[src/rtl/game_screen_sequencer_pkg.sv]
// Shared constants, screen identifiers and the colour-select helper used by the
// 96x64 OLED screen sequencer.
package game_screen_sequencer_pkg;

    localparam int OLED_W      = 96;
    localparam int OLED_H      = 64;
    localparam int OLED_PIXELS = OLED_W * OLED_H;

    typedef enum logic [1:0] {
        SCR_TITLE = 2'd0,
        SCR_MIC   = 2'd1,
        SCR_PLAY  = 2'd2,
        SCR_OVER  = 2'd3
    } screen_t;

    localparam logic [15:0] BLACK = 16'h0000;
    localparam logic [15:0] WHITE = 16'hFFFF;
    localparam logic [15:0] RED   = 16'hF800;
    localparam logic [15:0] GREEN = 16'h07E0;
    localparam logic [15:0] BLUE  = 16'h001F;

    function automatic logic [15:0] screen_colour(
        input screen_t     sel,
        input logic [15:0] title_c,
        input logic [15:0] mic_c,
        input logic [15:0] play_c,
        input logic [15:0] over_c
    );
        logic [15:0] c;
        case (sel)
            SCR_TITLE: c = title_c;
            SCR_MIC:   c = mic_c;
            SCR_PLAY:  c = play_c;
            SCR_OVER:  c = over_c;
            default:   c = BLACK;
        endcase
        return c;
    endfunction

endpackage

[src/rtl/game_screen_sequencer_pixel_xy_decode.sv]
// Splits the driver's row-major pixel_index into x/y; out-of-range indices
// decode to the origin with in_range low.
module pixel_xy_decode
    import game_screen_sequencer_pkg::*;
(
    input  logic [12:0] pixel_index,
    output logic [6:0]  x,
    output logic [5:0]  y,
    output logic        in_range
);

    // Pure combinational decode, 96 pixels per row.
    always_comb begin
        in_range = (pixel_index < 13'd6144);
        if (in_range) begin
            x = 7'(pixel_index % 13'd96);
            y = 6'(pixel_index / 13'd96);
        end else begin
            x = 7'd0;
            y = 6'd0;
        end
    end

endmodule

[src/rtl/game_screen_sequencer.sv]
// Screen controller for the 96x64 OLED: picks the active screen, commits changes
// on frame boundaries and wipes left-to-right from the old screen to the new one.
module game_screen_sequencer
    import game_screen_sequencer_pkg::*;
#(
    parameter int PLAY_FRAMES     = 1800,
    parameter int MIC_THRESH      = 2048,
    parameter int MIC_HOLD_FRAMES = 30,
    parameter int WIPE_STEP       = 8
) (
    input  logic        clk,
    input  logic        reset,
    input  logic        frame_begin,
    input  logic [12:0] pixel_index,
    input  logic        btn_pulse,
    input  logic [11:0] mic_level,
    input  logic        game_lost,
    input  logic [15:0] scr_title_data,
    input  logic [15:0] scr_mic_data,
    input  logic [15:0] scr_play_data,
    input  logic [15:0] scr_over_data,
    output logic [6:0]  x,
    output logic [5:0]  y,
    output logic [15:0] oled_data,
    output logic [1:0]  screen_id,
    output logic        wipe_active,
    output logic [10:0] play_frames_left
);

    localparam logic [10:0] PLAY_LOAD = PLAY_FRAMES[10:0];
    localparam logic [11:0] THRESH    = MIC_THRESH[11:0];
    localparam logic [5:0]  HOLD_MAX  = MIC_HOLD_FRAMES[5:0];
    localparam logic [6:0]  STEP      = WIPE_STEP[6:0];

    screen_t     screen_r;
    screen_t     prev_r;
    screen_t     target_r;
    logic        pending_r;
    logic        wipe_active_r;
    logic [6:0]  wipe_col_r;
    logic [10:0] play_left_r;
    logic [5:0]  mic_hold_r;
    logic [15:0] oled_r;

    logic        in_range_s;
    logic        req_valid_s;
    screen_t     req_target_s;
    logic        accept_s;
    logic        commit_s;
    logic [7:0]  wipe_sum_s;
    screen_t     pix_sel_s;
    logic [15:0] pix_colour_s;

    pixel_xy_decode u_xy (
        .pixel_index (pixel_index),
        .x           (x),
        .y           (y),
        .in_range    (in_range_s)
    );

    // Transition request for the current screen; within a screen the listed
    // sources share a target, so ordering only documents priority.
    always_comb begin
        req_valid_s  = 1'b0;
        req_target_s = screen_r;
        case (screen_r)
            SCR_TITLE: begin
                if (btn_pulse) begin
                    req_valid_s  = 1'b1;
                    req_target_s = SCR_MIC;
                end else begin
                    req_valid_s  = 1'b0;
                end
            end
            SCR_MIC: begin
                if ((mic_hold_r == HOLD_MAX) || btn_pulse) begin
                    req_valid_s  = 1'b1;
                    req_target_s = SCR_PLAY;
                end else begin
                    req_valid_s  = 1'b0;
                end
            end
            SCR_PLAY: begin
                if (game_lost || (play_left_r == 11'd0)) begin
                    req_valid_s  = 1'b1;
                    req_target_s = SCR_OVER;
                end else begin
                    req_valid_s  = 1'b0;
                end
            end
            SCR_OVER: begin
                if (btn_pulse) begin
                    req_valid_s  = 1'b1;
                    req_target_s = SCR_TITLE;
                end else begin
                    req_valid_s  = 1'b0;
                end
            end
            default: begin
                req_valid_s  = 1'b0;
                req_target_s = SCR_TITLE;
            end
        endcase
    end

    // Requests are dropped, not queued, while a wipe runs or one is already held.
    assign accept_s   = req_valid_s && !wipe_active_r && !pending_r;
    assign commit_s   = frame_begin && pending_r;
    assign wipe_sum_s = {1'b0, wipe_col_r} + {1'b0, STEP};

    // Screen state, pending request and wipe progress.
    always_ff @(posedge clk) begin
        if (reset) begin
            screen_r      <= SCR_TITLE;
            prev_r        <= SCR_TITLE;
            target_r      <= SCR_TITLE;
            pending_r     <= 1'b0;
            wipe_active_r <= 1'b0;
            wipe_col_r    <= 7'd0;
        end else if (commit_s) begin
            prev_r        <= screen_r;
            screen_r      <= target_r;
            pending_r     <= 1'b0;
            wipe_active_r <= 1'b1;
            wipe_col_r    <= STEP;
        end else begin
            if (frame_begin && wipe_active_r) begin
                if (wipe_sum_s >= 8'd96) begin
                    wipe_active_r <= 1'b0;
                end else begin
                    wipe_col_r <= wipe_sum_s[6:0];
                end
            end
            if (accept_s) begin
                pending_r <= 1'b1;
                target_r  <= req_target_s;
            end
        end
    end

    // PLAY countdown and MIC_TEST loudness hold counter, both frame-paced.
    always_ff @(posedge clk) begin
        if (reset) begin
            play_left_r <= 11'd0;
            mic_hold_r  <= 6'd0;
        end else begin
            if (commit_s && (target_r == SCR_PLAY)) begin
                play_left_r <= PLAY_LOAD;
            end else if (frame_begin && (screen_r == SCR_PLAY) && (play_left_r != 11'd0)) begin
                play_left_r <= play_left_r - 11'd1;
            end else begin
                play_left_r <= play_left_r;
            end

            if (commit_s) begin
                mic_hold_r <= 6'd0;
            end else if (frame_begin && (screen_r == SCR_MIC)) begin
                if (mic_level >= THRESH) begin
                    if (mic_hold_r != HOLD_MAX) begin
                        mic_hold_r <= mic_hold_r + 6'd1;
                    end else begin
                        mic_hold_r <= mic_hold_r;
                    end
                end else begin
                    mic_hold_r <= 6'd0;
                end
            end else begin
                mic_hold_r <= mic_hold_r;
            end
        end
    end

    // Columns right of the wipe front still show the outgoing screen.
    always_comb begin
        if (wipe_active_r && (x >= wipe_col_r)) begin
            pix_sel_s = prev_r;
        end else begin
            pix_sel_s = screen_r;
        end
        pix_colour_s = screen_colour(pix_sel_s, scr_title_data, scr_mic_data,
                                     scr_play_data, scr_over_data);
    end

    // One-cycle registered pixel output; off-screen indices go black.
    always_ff @(posedge clk) begin
        if (reset) begin
            oled_r <= BLACK;
        end else if (in_range_s) begin
            oled_r <= pix_colour_s;
        end else begin
            oled_r <= BLACK;
        end
    end

    assign oled_data        = oled_r;
    assign screen_id        = screen_r;
    assign wipe_active      = wipe_active_r;
    assign play_frames_left = play_left_r;

endmodule

[config.mk]
export PLATFORM = sky130hd
export DESIGN_NAME = game_screen_sequencer
export DESIGN_NICKNAME = d
export VERILOG_FILES = /design/src/rtl/game_screen_sequencer_pkg.sv /design/src/rtl/game_screen_sequencer_pixel_xy_decode.sv /design/src/rtl/game_screen_sequencer.sv
export SDC_FILE = /design/constraint.sdc
export NUM_CORES = 1
export LEC_CHECK = 0
export ABC_AREA = 1
export CORE_MARGIN = 2
export CORE_UTILIZATION = 41
export CTS_BUF_LIST = sky130_fd_sc_hd__clkbuf_8 sky130_fd_sc_hd__clkbuf_16
export DETAILED_ROUTE_END_ITERATION = 8
export MAX_ROUTING_LAYER = met4
export PLACE_DENSITY = 0.93
export SKIP_CTS_REPAIR_TIMING = 1
export SYNTH_ARGS = -nofsm -noshare
export SYNTH_HDL_FRONTEND = slang
export SYNTH_SLANG_ARGS = --single-unit
[constraint.sdc]
create_clock -name clk -period 4.7 [get_ports clk]
set_input_delay 1.41 -clock clk [delete_from_list [all_inputs] [get_ports clk]]
set_output_delay 1.41 -clock clk [all_outputs]
set_load 0.02 [all_outputs]
==> results.txt, run 1 <==
The flow ran to the end, but the final reports show violations. The checks that failed: negative setup slack. The delay of the slowest cell on the worst path is between 200 and 300 ps.

The antenna violation net count after detailed routing came out at 0. The growth of design area from synthesis to finish came out at 69.92%. The share of cell area taken by muxes after synthesis is 0%. After detailed routing, the number of remaining DRC violations is 0. The multi-input logic area is 1784 µm². The number of buffers inserted during clock tree synthesis is 5. In this run the static leakage power is around 2.0 nW. The starting utilization of the core area came out at 42.59%. The proportion of synthesized chip area in sequential cells came out at 33.12%. The post-route core utilization is ~72%. The total of warnings raised by yosys came out at 0. Of all nets on the critical path, the largest fanout is 8. Data on the critical path arrives at its endpoint at between 4000 and 5000 ps. The violation count after the first detailed-routing iteration came out at ~100. The worst setup path is launched from a primary input.

The number of cells traversed by the worst register-to-register path came out at 16. TritonCTS built the clock tree. The first-pass iteration count of the detailed router came out at 4.

The final net count came out at 660. The area occupied by registers is about 900 µm². The number of global-route vias before repair came out at 3005. Counting stages on the worst path, the most repeated cell is sky130_fd_sc_hd__nand2_2.

The depth of the CTS H-tree came out at 2. The tightest min-delay check is of the flop to flop type. The share of post-route cells with drive strength above 1 is a little under a fifth. The cell area after technology mapping came out at 2720 µm². The count of buffers added on input and output ports is 125.

The initial antenna violation count came to 0. The post-layout minimum cycle time is 4751 ps. The final-layout fill cell count came out at between 400 and 500. The synthesized netlist cell count came out at just over 400.

Synthesis inferred 45 register bits. After Yosys synthesis, and, or, nand and nor cells account for around a quarter of the synthesized area. At the pin with the least slew margin, the transition time is 1077 ps.

Clock tree synthesis selected as its root buffer the cell sky130_fd_sc_hd__clkbuf_8. The number of nets handed over by synthesis was between 500 and 600. The global-route wire length before repair came out at approximately 13 mm. Setup repair after global routing could not meet its margin everywhere. The total routing usage reported by global routing came out at 22.63%. The routed design has ~9.0 mm of wire. The fraction of the mapped netlist area in compound gates is approximately 23%.

The power density relative to cell area is ~270 nW/µm². The startpoint identified for the worst register-to-register timing path is wipe_col_r[4]. The area enclosed by the die boundary is about 7300 µm². The cell total after placement is a little over 600. The width of the die came out at around 85 µm. The number of hold-slack violations in the final timing report was 0. The type of the worst setup path is primary input to flop.

The routed layout has 3312 vias. For the final database, setup skew stands at 10.96 ps. Following the worst setup path forward leads to its endpoint at oled_data[15]. After Yosys synthesis, XOR and XNOR cells account for 1.932% of the synthesized area.

The final worst-path setup slack came out at -50.83 ps. Each instance of the synthesized netlist takes up on average 6.716 µm². Measured against its own limit, the worst slew margin works out to approximately 28%. The synthesized design spends more area on one cell type than any other, namely sky130_fd_sc_hd__dfxtp_1. The final critical path takes up 101.1% of the cycle. The reported max-cap violation count is 0. Sorting the synthesized cells by area gives the leading types as sky130_fd_sc_hd__dfxtp_1, sky130_fd_sc_hd__nand2_1, sky130_fd_sc_hd__inv_1, sky130_fd_sc_hd__o21ai_0, sky130_fd_sc_hd__ha_1. The final max-slew violation count came out at 0. After synthesis, the largest family of logic cells by area is simple AND/OR/NAND/NOR gates. The congestion estimate from routability-driven global placement came to 0.8405. Across the VDD grid, the largest voltage drop is 170.1 µV.

The tree built by TritonCTS fans out to 45 sinks. The critical path starts at pixel_index[10]. After global routing the overflow that remains totals 0. The placeable core region came out at approximately 6400 µm². On the critical path, the stage with the largest delay is an instance of sky130_fd_sc_hd__a211oi_2. The adder-cell share of the synthesized area came out at 5.980%. The vertical die dimension is 85.45 µm. The number of top-level design ports came out at 137. The pin count of the biggest net entering global routing came out at 17. The number of diodes came out at 0. The per-cell routed wire length came out at between 10 and 15 µm. The clock insertion delay at the later pin of the skew report came out at around 300 ps. The number of placement rows is 29. Setup violations remaining at the end of the flow were counted as 10. The number of distinct library cells after synthesis is 35. The share of Yosys cell area claimed by the top area cell type is 33.12%. The worst setup path is captured at a flop.

The longest clock path from root to sink contains 2 buffers. The HPWL after detailed placement is around 6.6 mm. Leaving out filler cells and counting taps, the final layout contains approximately 630. Data on the critical path is required at its endpoint by 4920 ps.

The worst register-to-register path ends at oled_data[15]. The worst-case register-to-register setup slack came out at slightly above 2000 ps. The accumulated negative setup slack came out at -209.2 ps. The register clock-pin slew on the reported worst setup and hold paths came out at approximately 100 ps. Based on the critical path, the design can be clocked at up to about 210 MHz. After detailed routing, the number of vias per cell comes to about 5.2.
==> critical path: cells and delay by family <==
kind,cells,cell delay [ps]
simple gates,14,1430
buf+inv,9,700
fa+ha+maj,1,240
compound gates,7,1180
==> placed cells by master, fill, tap and decap left out, drive strengths merged, types with 2 or more instances in the layout <==
cell,netlist,final
a211oi,3,3
a21oi,29,29
a31oi,16,16
buf,5,29
clkbuf,2,5
clkdlybuf4s50,0,116
clkinv,0,2
dfxtp,45,45
dlymetal6s2s,0,3
ha,13,13
inv,60,60
nand2,94,94
nand3,17,17
nand4,3,3
nor2,37,37
nor3,6,6
nor4,2,2
o211ai,2,2
o21ai,57,57
o21bai,2,2
xnor2,3,3
xor2,3,3
==> cell families (layout without fill, tap and decap cells) <==
logic type,after synthesis,in the layout
DFF,45,45
xor gates and xnor gates,6,6
AOI/OAI and AO/OA,112,112
and+or+nand+nor,162,162
buffers and inverters,67,216
adders and majority gates,13,13
==> routing by layer <==
metal	vias to the layer above	GRT usage (%)	part of all wire, %
met1	1534	24.18	39
met4	0	5.339	1.5
met3	16	4.572	6.0
met5	-	-	0
li1	1643	-	-
met2	119	42.47	54
==> cell usage after synthesis (all sizes together) <==
cell type  instances
nand2             94
inv               60
o21ai             57
dfxtp             45
nor2              37
a21oi             29
nand3             17
a31oi             16
ha                13
nor3               6
buf                5
a211oi             3
nand4              3
xnor2              3
xor2               3
clkbuf             2
nor4               2
o211ai             2
o21bai             2
and3               1
nor3b              1
o2111ai            1
o22ai              1
o41ai              1
or2                1
==> power breakdown <==
part / total, mW / switching, mW / internal (mW) / leakage, nW
logic: 0.548 / 0.284 / 0.264 / 1.60
clock network: 0.248 / 0.142 / 0.106 / 0.0445
registers: 0.442 / 0.0240 / 0.418 / 0.368
==> flip-flops by register name (all words and copies together), names as in the netlist <==
register and cells:
mic_hold_r 6, oled_data 16, pending_r 1, play_frames_left 11, prev_r 2, screen_id 2, target_r 2, wipe_active 1
wipe_col_r 4
==> through the flow <==
stage,power [mW],cell area [µm²],hold WS [ps],worst slack (ps)
floorplan,0.6918,2725,433.8,6.314
global placement,0.8944,4192,447.8,-728.7
detailed placement,0.9117,4192,451.1,-894.8
CTS,1.159,4282,465.3,-910.6
global route,1.307,4622,504.4,-227.1
finish,1.238,4622,473.3,-50.83
==> layout make-up <==
type                       instances  share of cell area (%)
inverter                          60                   5.414
clock inverter                     3                  0.4602
multi-input combinational        293                   38.60
tap                               77                   2.084
clock buffer                       5                   1.489
sequential                        45                   19.49
timing repair buffer             148                   32.46
==> worst min-delay path by stage <==
stage / start / endpoint / slack [ps] / cells past startpoint
floorplan: target_r[1] / target_r[1] / 430 / 2
global placement: target_r[1] / target_r[1] / 450 / 2
detailed placement: target_r[1] / target_r[1] / 450 / 2
CTS: target_r[1] / target_r[1] / 470 / 2
global route: pending_r / pending_r / 500 / 2
finish: target_r[1] / target_r[1] / 470 / 2
Power figures use the tool's default switching activity.
==> run 2: changes to the inputs <==
--- a/config.mk
+++ b/config.mk
@@ -11,7 +11,7 @@
 export CTS_BUF_LIST = sky130_fd_sc_hd__clkbuf_8 sky130_fd_sc_hd__clkbuf_16
 export DETAILED_ROUTE_END_ITERATION = 8
 export MAX_ROUTING_LAYER = met4
-export PLACE_DENSITY = 0.93
+export PLACE_DENSITY = 0.79
 export SKIP_CTS_REPAIR_TIMING = 1
 export SYNTH_ARGS = -nofsm -noshare
 export SYNTH_HDL_FRONTEND = slang
==> results.txt, run 2 (synthesized netlist as in run 1, its figures left out) <==
For this run, the top clock speed supported by timing is between 200 and 250 MHz. The power density relative to cell area is approximately 270 nW/µm². The number of global-route vias before repair is slightly above 3000. The run finished with clean final reports. The starting utilization of the core area came out at about 43%. The worst setup path is captured at an output pin. The accumulated negative setup slack came out at 0 ps. Across the run, the number of max-cap violations was 0. At the worst endpoint, the required time is around 3300 ps. In this run, the number of DRC markers left after iteration 0 of detailed routing was 80.

The final worst-path cycle share came out at between 90% and 100%. Counting buffers and inverters, the worst setup path is 18 cells deep. The number of buffers inserted by port buffering is 125. The maximum fanout count along the critical path came out at 4. The per-cell routed wire length came out at 12.94 µm. The first global-routing pass estimated 12.88 mm of wire.

The endpoint arrival time on the critical path is 3220 ps. The post-route core utilization is a little under three quarters. The flip-flop count of the largest register after layout is 16.

Entering global routing, the biggest net connects 17 pins. The worst pin sits at a relative slew slack of 31.84%. The type of the worst min-delay path is flop to flop. The transition time at the pin with the least slew margin came out at 1019 ps. The number of placement rows came out at 29. The placeable core region is approximately 6400 µm². Subtracting the final worst setup slack from the clock period gives ~4600 ps. The number of top-level design ports is ~140. The vertical die dimension came out at roughly 85 µm. The final max-slew violation count is 0. The pre-CTS setup slack is -857.0 ps. Summed over all cells, the static leakage comes to ~2 nW.

The total grt overflow is 0. The growth of design area from synthesis to finish came out at 67.53%. The number of buffers inserted during clock tree synthesis came out at 5. The dominant delay contributor by cell family on the critical path is simple AND/OR/NAND/NOR gates. After detailed routing, the number of remaining DRC violations is 0. Clock tree synthesis selected as its root buffer the cell sky130_fd_sc_hd__clkbuf_8. Final hold analysis gives a worst-case slack of ~470 ps. The depth of the CTS H-tree is 2. Dividing the detail-routed via count by the number of cells gives roughly 5. The clock insertion delay at the later pin of the skew report came out at around 300 ps.

The clock sink total is 45. The signal on the critical path passes through buf_6, inv_4, nand3_2, nand2_2, nand2_2, nand2_2, a21oi_2, nor2_4, o21bai_4, nand2_2, a21oi_2, o21bai_1, nand3_2, nand2_2, nand2_2, inv_2, nor2_2, buf_2. By instance count, the cell type seen most on the critical path is sky130_fd_sc_hd__nand2_2.

The worst setup path is launched from a primary input. The buffering stage count on the worst path with inverters included came out at 4. The final worst-path setup slack is 69.59 ps. The worst clock skew on the final layout is around 9.3 ps. The via count came out at between 3000 and 4000. The most common cell after layout, fill and taps aside is sky130_fd_sc_hd__clkdlybuf4s50_1. Setup repair after global routing could not meet its margin everywhere. The number of hold-slack violations in the final timing report came out at 0. The floorplan step defined a die boundary enclosing between 7000 and 8000 µm². The antenna violation net count after detailed routing is 0. The repair_antennas step left the layout with diodes totalling 0. The initial antenna violation count is 0. The cell depth of the worst hold path is 2.

The clock tree from TritonCTS is done. The count of final setup violators is 0. The clock passes through at most 2 buffers. Leaving out fill and tap cells, the most frequent cells in the layout are sky130_fd_sc_hd__clkdlybuf4s50_1, sky130_fd_sc_hd__nand2_1, sky130_fd_sc_hd__inv_1, sky130_fd_sc_hd__dfxtp_1, sky130_fd_sc_hd__o21ai_0.

The share of post-route cells with drive strength above 1 came out at between 15 and 20%. Total power for the finished layout comes to around 1.2 mW. The slowest stage of the critical path belongs to the cell sky130_fd_sc_hd__buf_2. Global routing used ~22% of the available tracks across all layers. The routed design has between 8 and 9 mm of wire.

VDD sags by at most roughly 140 µV. Once detailed placement completed, the half-perimeter wirelength came to between 6 and 7 mm. The first-pass iteration count of the detailed router is 4. In this run the horizontal extent of the chip is ~85 µm.

The number of cells traversed by the worst register-to-register path came out at 16. The routability congestion estimate from global placement is between 0.8 and 0.9. By startpoint and endpoint, the worst setup path is classified as primary input to output pin. The final net count came out at ~660.

The delay of the slowest cell on the worst path is ~190 ps. The register clock-pin slew on the reported worst setup and hold paths is ~90 ps.
run 2: changes by cell type in the layout (fill, tap and decap cells not counted), sizes merged:
cell and change:
inv +1, clkinv -1, buf -2
run 2: worst reg2reg max path, delay by kind of cell (launching register included):
family	cells	cell delay, ps
flip-flops	1	400
AND/OR/NAND/NOR	8	850
adder cells (fa/ha/maj)	1	270
AO/OA/AOI/OAI	3	540
buffers and inverters	4	370
run 2: power by group:
part           switching, mW  leakage [nW]  total (mW)  internal, mW
Clock                  0.144        0.0445       0.250         0.106
Combinational          0.266          1.58       0.529         0.262
Sequential            0.0215         0.368       0.439         0.418
Total                  0.432          1.99        1.22         0.786
run 2: final timing paths:
path	startpoint	end	slack, ps
max	pixel_index[12]	x[6]	70
min	target_r[1]	target_r[1]	470
max reg2reg	wipe_col_r[4]	oled_data[15]	2210
min reg2reg	target_r[1]	target_r[1]	470
run 2: stage by stage:
step,instances,instance area (µm²)
CTS,624,4292
floorplan,405,2725
detailed placement,616,4202
finish,629,4557
global placement,616,4202
global route,629,4557
run 2: cell type report:
| cell class | count | area [µm²] |
|---|---|---|
| sequential | 45 | 900.9 |
| fill | 527 | 1829 |
| timing repair buffer | 146 | 1499 |
| tap | 77 | 96.34 |
| clock buffer | 5 | 68.82 |
| inverter | 60 | 252.7 |
| clock inverter | 3 | 21.27 |
| multi-input combinational | 293 | 1718 |
run 2: per-layer routing:
metal / GRT usage, % / vias to the layer above / routed length [µm]
li1: - / 1633 / -
met1: 24.72 / 1427 / 3284
met2: 39.35 / 111 / 4223
met3: 4.475 / 12 / 526
met4: 5.628 / 0 / 107
met5: - / - / 0
